**src/rtl/data_ram_pipe_if.sv**
```systemverilog
// Request/response bundle between memory-stage control and the data RAM.
// Handshake: a request is taken on a rising edge where req_ready=1 and exactly one of MemRead/MemWrite is high.
// read_valid, err_conflict and err_range are single-cycle pulses that are never back-pressured.
interface data_ram_pipe_if #(
  parameter int WIDTH  = 8,
  parameter int ADDR_W = 8
);
  logic                 MemRead;
  logic                 MemWrite;
  logic [ADDR_W-1:0]    mem_index;
  logic [WIDTH-1:0]     write_value;
  logic [WIDTH/8-1:0]   byte_en;
  logic                 req_ready;
  logic [WIDTH-1:0]     read_value;
  logic                 read_valid;
  logic                 err_conflict;
  logic                 err_range;

  modport master (
    output MemRead, MemWrite, mem_index, write_value, byte_en,
    input  req_ready, read_value, read_valid, err_conflict, err_range
  );

  modport slave (
    input  MemRead, MemWrite, mem_index, write_value, byte_en,
    output req_ready, read_value, read_valid, err_conflict, err_range
  );
endinterface

```
**src/rtl/data_ram_pipe.sv**
```systemverilog
// Single-port data RAM with byte-lane writes, a LATENCY-stage read pipeline,
// an optional post-reset zeroing sweep and pulsed error flags.
module data_ram_pipe #(
  parameter int WIDTH      = 8,
  parameter int DEPTH      = 256,
  parameter int ADDR_W     = 8,
  parameter int LATENCY    = 1,
  parameter int INIT_CLEAR = 1
) (
  input  logic             CLK,
  input  logic             RESET_N,
  data_ram_pipe_if.slave   bus,
  output logic             o_dbg_state
);

  localparam int LANES = WIDTH / 8;
  localparam int IDX_W = (DEPTH > 1) ? $clog2(DEPTH) : 1;

  typedef enum logic {
    ST_CLEAR = 1'b0,
    ST_READY = 1'b1
  } state_e;

  state_e              r_state;
  state_e              w_state_nxt;
  logic [IDX_W-1:0]    r_clr_idx;
  logic [IDX_W-1:0]    w_clr_idx_nxt;
  logic                w_clr_we;
  logic                r_req_ready;

  logic [WIDTH-1:0]    r_mem [DEPTH];

  logic                w_in_range;
  logic [IDX_W-1:0]    w_idx;
  logic                w_rd_acc;
  logic                w_wr_acc;
  logic                w_conflict;

  logic [WIDTH-1:0]    r_rd_data [LATENCY];
  logic [LATENCY-1:0]  r_rd_vld;
  logic                r_err_conflict;
  logic                r_err_range;

  // The extra top bit lets DEPTH == 2**ADDR_W compare without overflow.
  assign w_in_range = ({1'b0, bus.mem_index} < (ADDR_W+1)'(DEPTH));
  assign w_idx      = w_in_range ? bus.mem_index[IDX_W-1:0] : '0;
  assign w_rd_acc   = r_req_ready &  bus.MemRead & ~bus.MemWrite;
  assign w_wr_acc   = r_req_ready & ~bus.MemRead &  bus.MemWrite;
  assign w_conflict = r_req_ready &  bus.MemRead &  bus.MemWrite;

  always_comb begin
    w_state_nxt   = r_state;
    w_clr_idx_nxt = r_clr_idx;
    w_clr_we      = 1'b0;
    case (r_state)
      ST_CLEAR: begin
        w_clr_we = 1'b1;
        if (r_clr_idx == IDX_W'(DEPTH - 1)) begin
          w_state_nxt   = ST_READY;
          w_clr_idx_nxt = '0;
        end else begin
          w_clr_idx_nxt = r_clr_idx + IDX_W'(1);
        end
      end
      ST_READY: begin
        w_state_nxt = ST_READY;
      end
      default: begin
        w_state_nxt = ST_READY;
      end
    endcase
  end

  // req_ready is registered so it is low in reset even when no clear sweep runs.
  always_ff @(posedge CLK or negedge RESET_N) begin
    if (!RESET_N) begin
      r_state     <= (INIT_CLEAR != 0) ? ST_CLEAR : ST_READY;
      r_clr_idx   <= '0;
      r_req_ready <= 1'b0;
    end else begin
      r_state     <= w_state_nxt;
      r_clr_idx   <= w_clr_idx_nxt;
      r_req_ready <= (w_state_nxt == ST_READY);
    end
  end

  always_ff @(posedge CLK) begin
    if (w_clr_we) begin
      r_mem[r_clr_idx] <= '0;
    end else if (w_wr_acc && w_in_range) begin
      for (int i = 0; i < LANES; i++) begin
        if (bus.byte_en[i]) begin
          r_mem[w_idx][8*i +: 8] <= bus.write_value[8*i +: 8];
        end
      end
    end
  end

  // Data stages only advance behind a valid, so the last stage holds the last returned word.
  always_ff @(posedge CLK or negedge RESET_N) begin
    if (!RESET_N) begin
      for (int s = 0; s < LATENCY; s++) begin
        r_rd_data[s] <= '0;
      end
      r_rd_vld       <= '0;
      r_err_conflict <= 1'b0;
      r_err_range    <= 1'b0;
    end else begin
      r_rd_vld[0] <= w_rd_acc;
      if (w_rd_acc) begin
        r_rd_data[0] <= w_in_range ? r_mem[w_idx] : '0;
      end
      for (int s = 1; s < LATENCY; s++) begin
        r_rd_vld[s] <= r_rd_vld[s-1];
        if (r_rd_vld[s-1]) begin
          r_rd_data[s] <= r_rd_data[s-1];
        end
      end
      r_err_conflict <= w_conflict;
      r_err_range    <= (w_rd_acc | w_wr_acc) & ~w_in_range;
    end
  end

  assign bus.req_ready    = r_req_ready;
  assign bus.read_value   = r_rd_data[LATENCY-1];
  assign bus.read_valid   = r_rd_vld[LATENCY-1];
  assign bus.err_conflict = r_err_conflict;
  assign bus.err_range    = r_err_range;
  assign o_dbg_state      = r_state;

endmodule

```
**src/flat_wrapper.sv**
```systemverilog
// flat-port wrapper written by rule: the top's interface ports become plain ports
module data_ram_pipe_flat 
#(
  parameter int WIDTH      = 8,
  parameter int DEPTH      = 256,
  parameter int ADDR_W     = 8,
  parameter int LATENCY    = 1,
  parameter int INIT_CLEAR = 1
)
  (CLK, RESET_N, o_dbg_state, bus_MemRead, bus_MemWrite, bus_mem_index, bus_write_value, bus_byte_en, bus_req_ready, bus_read_value, bus_read_valid, bus_err_conflict, bus_err_range);
  data_ram_pipe_if #(.WIDTH(WIDTH), .ADDR_W(ADDR_W)) bus_i ();
  input  logic CLK;
  input  logic RESET_N;
  output logic o_dbg_state;
  input wire logic [$bits(bus_i.MemRead)-1:0] bus_MemRead;
  input wire logic [$bits(bus_i.MemWrite)-1:0] bus_MemWrite;
  input wire logic [$bits(bus_i.mem_index)-1:0] bus_mem_index;
  input wire logic [$bits(bus_i.write_value)-1:0] bus_write_value;
  input wire logic [$bits(bus_i.byte_en)-1:0] bus_byte_en;
  output wire logic [$bits(bus_i.req_ready)-1:0] bus_req_ready;
  output wire logic [$bits(bus_i.read_value)-1:0] bus_read_value;
  output wire logic [$bits(bus_i.read_valid)-1:0] bus_read_valid;
  output wire logic [$bits(bus_i.err_conflict)-1:0] bus_err_conflict;
  output wire logic [$bits(bus_i.err_range)-1:0] bus_err_range;
  assign bus_i.MemRead = bus_MemRead;
  assign bus_i.MemWrite = bus_MemWrite;
  assign bus_i.mem_index = bus_mem_index;
  assign bus_i.write_value = bus_write_value;
  assign bus_i.byte_en = bus_byte_en;
  assign bus_req_ready = bus_i.req_ready;
  assign bus_read_value = bus_i.read_value;
  assign bus_read_valid = bus_i.read_valid;
  assign bus_err_conflict = bus_i.err_conflict;
  assign bus_err_range = bus_i.err_range;
  data_ram_pipe #(.WIDTH(WIDTH), .DEPTH(DEPTH), .ADDR_W(ADDR_W), .LATENCY(LATENCY), .INIT_CLEAR(INIT_CLEAR)) u_core (.CLK(CLK), .RESET_N(RESET_N), .bus(bus_i), .o_dbg_state(o_dbg_state));
endmodule
```
**config.mk**
```make
export PLATFORM = sky130hd
export DESIGN_NAME = data_ram_pipe_flat
export DESIGN_NICKNAME = d
export VERILOG_FILES = /design/src/rtl/data_ram_pipe_if.sv /design/src/rtl/data_ram_pipe.sv /design/src/flat_wrapper.sv
export SDC_FILE = /design/constraint.sdc
export NUM_CORES = 2
export LEC_CHECK = 0
export CAP_MARGIN = 20
export CORE_ASPECT_RATIO = 1.4
export CORE_MARGIN = 2
export CORE_UTILIZATION = 53
export CTS_CLUSTER_SIZE = 8
export DETAILED_ROUTE_END_ITERATION = 16
export DONT_BUFFER_PORTS = 1
export PLACE_DENSITY = 0.66
export SLEW_MARGIN = 10
export SYNTH_ARGS = -nofsm -noshare
export SYNTH_HDL_FRONTEND = slang
export SYNTH_SLANG_ARGS = --single-unit
```
**constraint.sdc**
```tcl
create_clock -name CLK -period 5.9 [get_ports CLK]
set_input_delay 0.59 -clock CLK [delete_from_list [all_inputs] [get_ports CLK]]
set_output_delay 0.59 -clock CLK [all_outputs]
set_load 0.03 [all_outputs]
```
==> impl_metrics.yaml <==
power:
  pwr_density_cell_nw_per_um2: 348
  cellLeakagePower_nw: 24.1
  p_total_mw: 31.6
  switching_share_pct: 19.3
  peakVddDrop_v: 0.000262
  p_seq_share_pct: 50.3
  p_clk_share_pct: 47.7
  combPwrFrac_pct: 2.0
  p_int_mw: 25.5
  power.switching_mw: 6.11
floorplan:
  rows: 169
  dieHeight_microns: 467
  io-pin-count: 34
  die-area_sq_um: 156000
  initial_core_util_pct: 53.4
  die_x_microns: 335
  coreArea_sq_um: 152000
critical_path:
  cpMostUsedCell: "buf_4"
  worstReg2RegStart: "u_core.o_dbg_state"
  critPathKind: "register to register"
  rrSetupSlack_ns: 0.63
  reg2reg_to: "u_core.r_mem[31][6]"
  cpMaxStageDelayCell: "nand3_1"
  crit_path_end_kind: "register"
  slowest_delay_ns: 1.01
  worst_ep_required_time_ns: 6.40
  cp_cell_sequence: "buf_4 > nand4b_1 > nand2_1 > nand3_1 > buf_4 > nor2_1"
  cp-start-kind: "register"
  crit_fanout: 17
  rr_worst_depth: 6
  arrival_ns: 5.77
logic_synthesis:
  syn-instance-count: 4051
  yosysTopAreaCell: "edfxtp_1"
  synth_nets: 4073
  synth-seq-cells: 2067
  synth_cell_types: 69
  synth_area_leaders: "edfxtp_1, mux4_2, mux2i_1, mux4_1, nor2_1"
  ys_warn_count: 0
  synth_ff_type: "edfxtp_1"
  async_flop_share_pct: 0.919
  synth.top_cell.area_share_pct: 75.8
  synth_edf_count: 2048
  synthTopCellsByCount: "edfxtp_1, mux4_2, mux2i_1"
  synth_most_common_cell: "edfxtp_1"
  synth_area_sq_um: 81100
  ys_seq_area_share_pct: 76.4
  avgSynthCellArea_sq_um: 20.0
routing:
  vias_per_cell: 6.72
  drc: 0
  drtIter0Drc: 5208
  vias: 41809
  wl_per_cell_microns: 34.5
  wirelength_microns: 215000
  dr.pass1.iters: 5
  final_antenna_net_count: 0
cts:
  clockBufferDepth: 4
  cts_setup_buffers: 0
  cts_sinks: 2067
  cts_buffers: 308
  clk_pin_slew_ns: 0.05
  cts_tree: "built"
  ctsRootBufferMaster: "clkbuf_16"
  htree_levels: 5
  insertion_delay_ns: 0.90
timing:
  tightest_slew_ns: 1.75
  whs_ns: 0.0558
  relSlewSlack_pct: -16.4
  fmax_mhz: 190
  setup-violations-final: 0
  rsz0062_at_grt: "no"
  setup_tns_ns: 0
  finalHoldViolCount: 0
  finalCritPeriodShare_pct: 89.4
  fin_crit_ns: 5.27
  drv_slew: 141
  skew_ns: 0.0459
final_layout:
  fin_util_pct: 59.9
  nets: 4224
  drive_gt1_share_pct: 17.9
  syn2layout_area_growth_pct: 12.1
global_route:
  grt_max_degree: 661
  grt_pass1_vias: 42374
  track_usage_pct: 27.6
  grt_pass1_wl_microns: 305000
  antenna_found_initial: 6
  overflow: 0
hold_path:
  hold_end: "u_core.bus.read_value[1]"
  worstHoldStart: "bus_mem_index[3]"
  worstHoldPathType: "input port to register"
  hold_path_depth: 2
place:
  numPortBuffers: 0
  dp_hpwl_microns: 126000
  place_congestion: 0.899
run:
  maxCapViolCount: 0
run_status:
  violations: "slew limit"
  outcome: "finished with violations"
-- worst max-delay path: cells and delay by family, from the launching register on --
family,cells,cell delay (ns)
buffers and inverters,2,0.91
flip-flops,1,0.74
AND/OR/NAND/NOR,4,3.22
-- cell usage in the layout, fill, tap and decap left out, drive strengths merged, types with 9 or more instances in the layout --
cell	synthesis	layout
a2111oi	13	13
a211oi	38	38
a21oi	53	53
a221oi	21	21
a22oi	43	43
and2	11	11
buf	141	81
clkbuf	104	349
dfrtp	19	19
diode	0	10
edfxtp	2048	2048
mux2	9	9
mux2i	302	302
mux4	368	368
nand2	167	167
nand3	46	46
nand3b	11	11
nor2	281	281
nor3	32	32
nor4	10	10
o21ai	48	48
o221ai	59	59
o22ai	112	112
o31ai	11	11
or3	9	9
-- through the flow --
step           instances  setup slack [ns]  area [sq um]
6_report            6221             0.627         90900
5_1_grt             6212             0.637         90900
4_1_cts             6205             0.970         90700
3_5_place_dp        5847             0.965         82600
3_3_place_gp        5845             0.991         82600
2_1_floorplan       4051             0.392         81100
-- layer usage --
metal | vias up | track usage [%] | wire [microns]
met4 | 4 | 14.4 | 12000
met2 | 2476 | 44.6 | 105000
met5 | - | 0 | 23
met3 | 522 | 6.21 | 18600
li1 | 16984 | - | -
met1 | 21823 | 35.2 | 79100
-- worst max-delay path by stage --
| stage | from | end | slack, ns | cells after the start |
|---|---|---|---|---|
| floorplan | bus_MemRead | u_core.r_mem[0][0] | 0.39 | 4 |
| global placement | u_core.o_dbg_state | u_core.r_mem[24][1] | 0.99 | 6 |
| detailed placement | u_core.o_dbg_state | u_core.r_mem[15][6] | 0.97 | 6 |
| CTS | u_core.o_dbg_state | u_core.r_mem[31][3] | 0.97 | 6 |
| global route | u_core.o_dbg_state | u_core.r_mem[31][6] | 0.64 | 6 |
| finish | u_core.o_dbg_state | u_core.r_mem[31][6] | 0.63 | 6 |
-- logic make-up (layout without fill, tap and decap cells) --
logic type                 Yosys count  after routing  share of synthesized area, %
DFF                               2067           2067                          76.4
muxes                              679            679                          14.3
and+or+nand+nor                    607            607                          3.25
AOI/OAI and AO/OA                  439            439                          3.79
buffers and inverters              251            445                          2.18
xor gates and xnor gates             6              6                        0.0648
adders and majority gates            1              1                        0.0154
other                                1             11                       0.00462
-- power by group through the flow --
stage          logic, mW  registers [mW]  clock network, mW
6_report           0.637            15.9               15.1
3_3_place_gp       0.479            16.2                  0
5_1_grt            0.655            15.9               15.8
4_1_cts            0.488            15.9               15.2
3_5_place_dp       0.478            16.2                  0
2_1_floorplan      0.529            16.2                  0
-- flip-flops by register name, indices dropped and copies added, names as in the netlist --
name / flops
u_core.o_dbg_state: 1
u_core.bus.read_value: 8
u_core.r_clr_idx: 8
u_core.bus.read_valid: 1
u_core.r_mem: 2048
u_core.bus.err_conflict: 1
-- timing repair --
action,CTS,global route
hold endpoints to repair,21,0
hold buffers,5,0
endpoints found under the setup margin,0,0
resized for setup,0,0
-- cell type report --
| type | count | area, sq um |
|---|---|---|
| Timing Repair Buffer | 86 | 966 |
| Fill cell | 10505 | 60900 |
| Clock inverter | 4 | 31.3 |
| Sequential cell | 2067 | 62000 |
| Multi-Input combinational cell | 1733 | 17400 |
| Tap cell | 1966 | 2460 |
| Clock buffer | 349 | 8010 |
| Antenna cell | 10 | 25.0 |
| Inverter | 6 | 25.0 |
No activity file was read; power rests on OpenSTA's default activity.
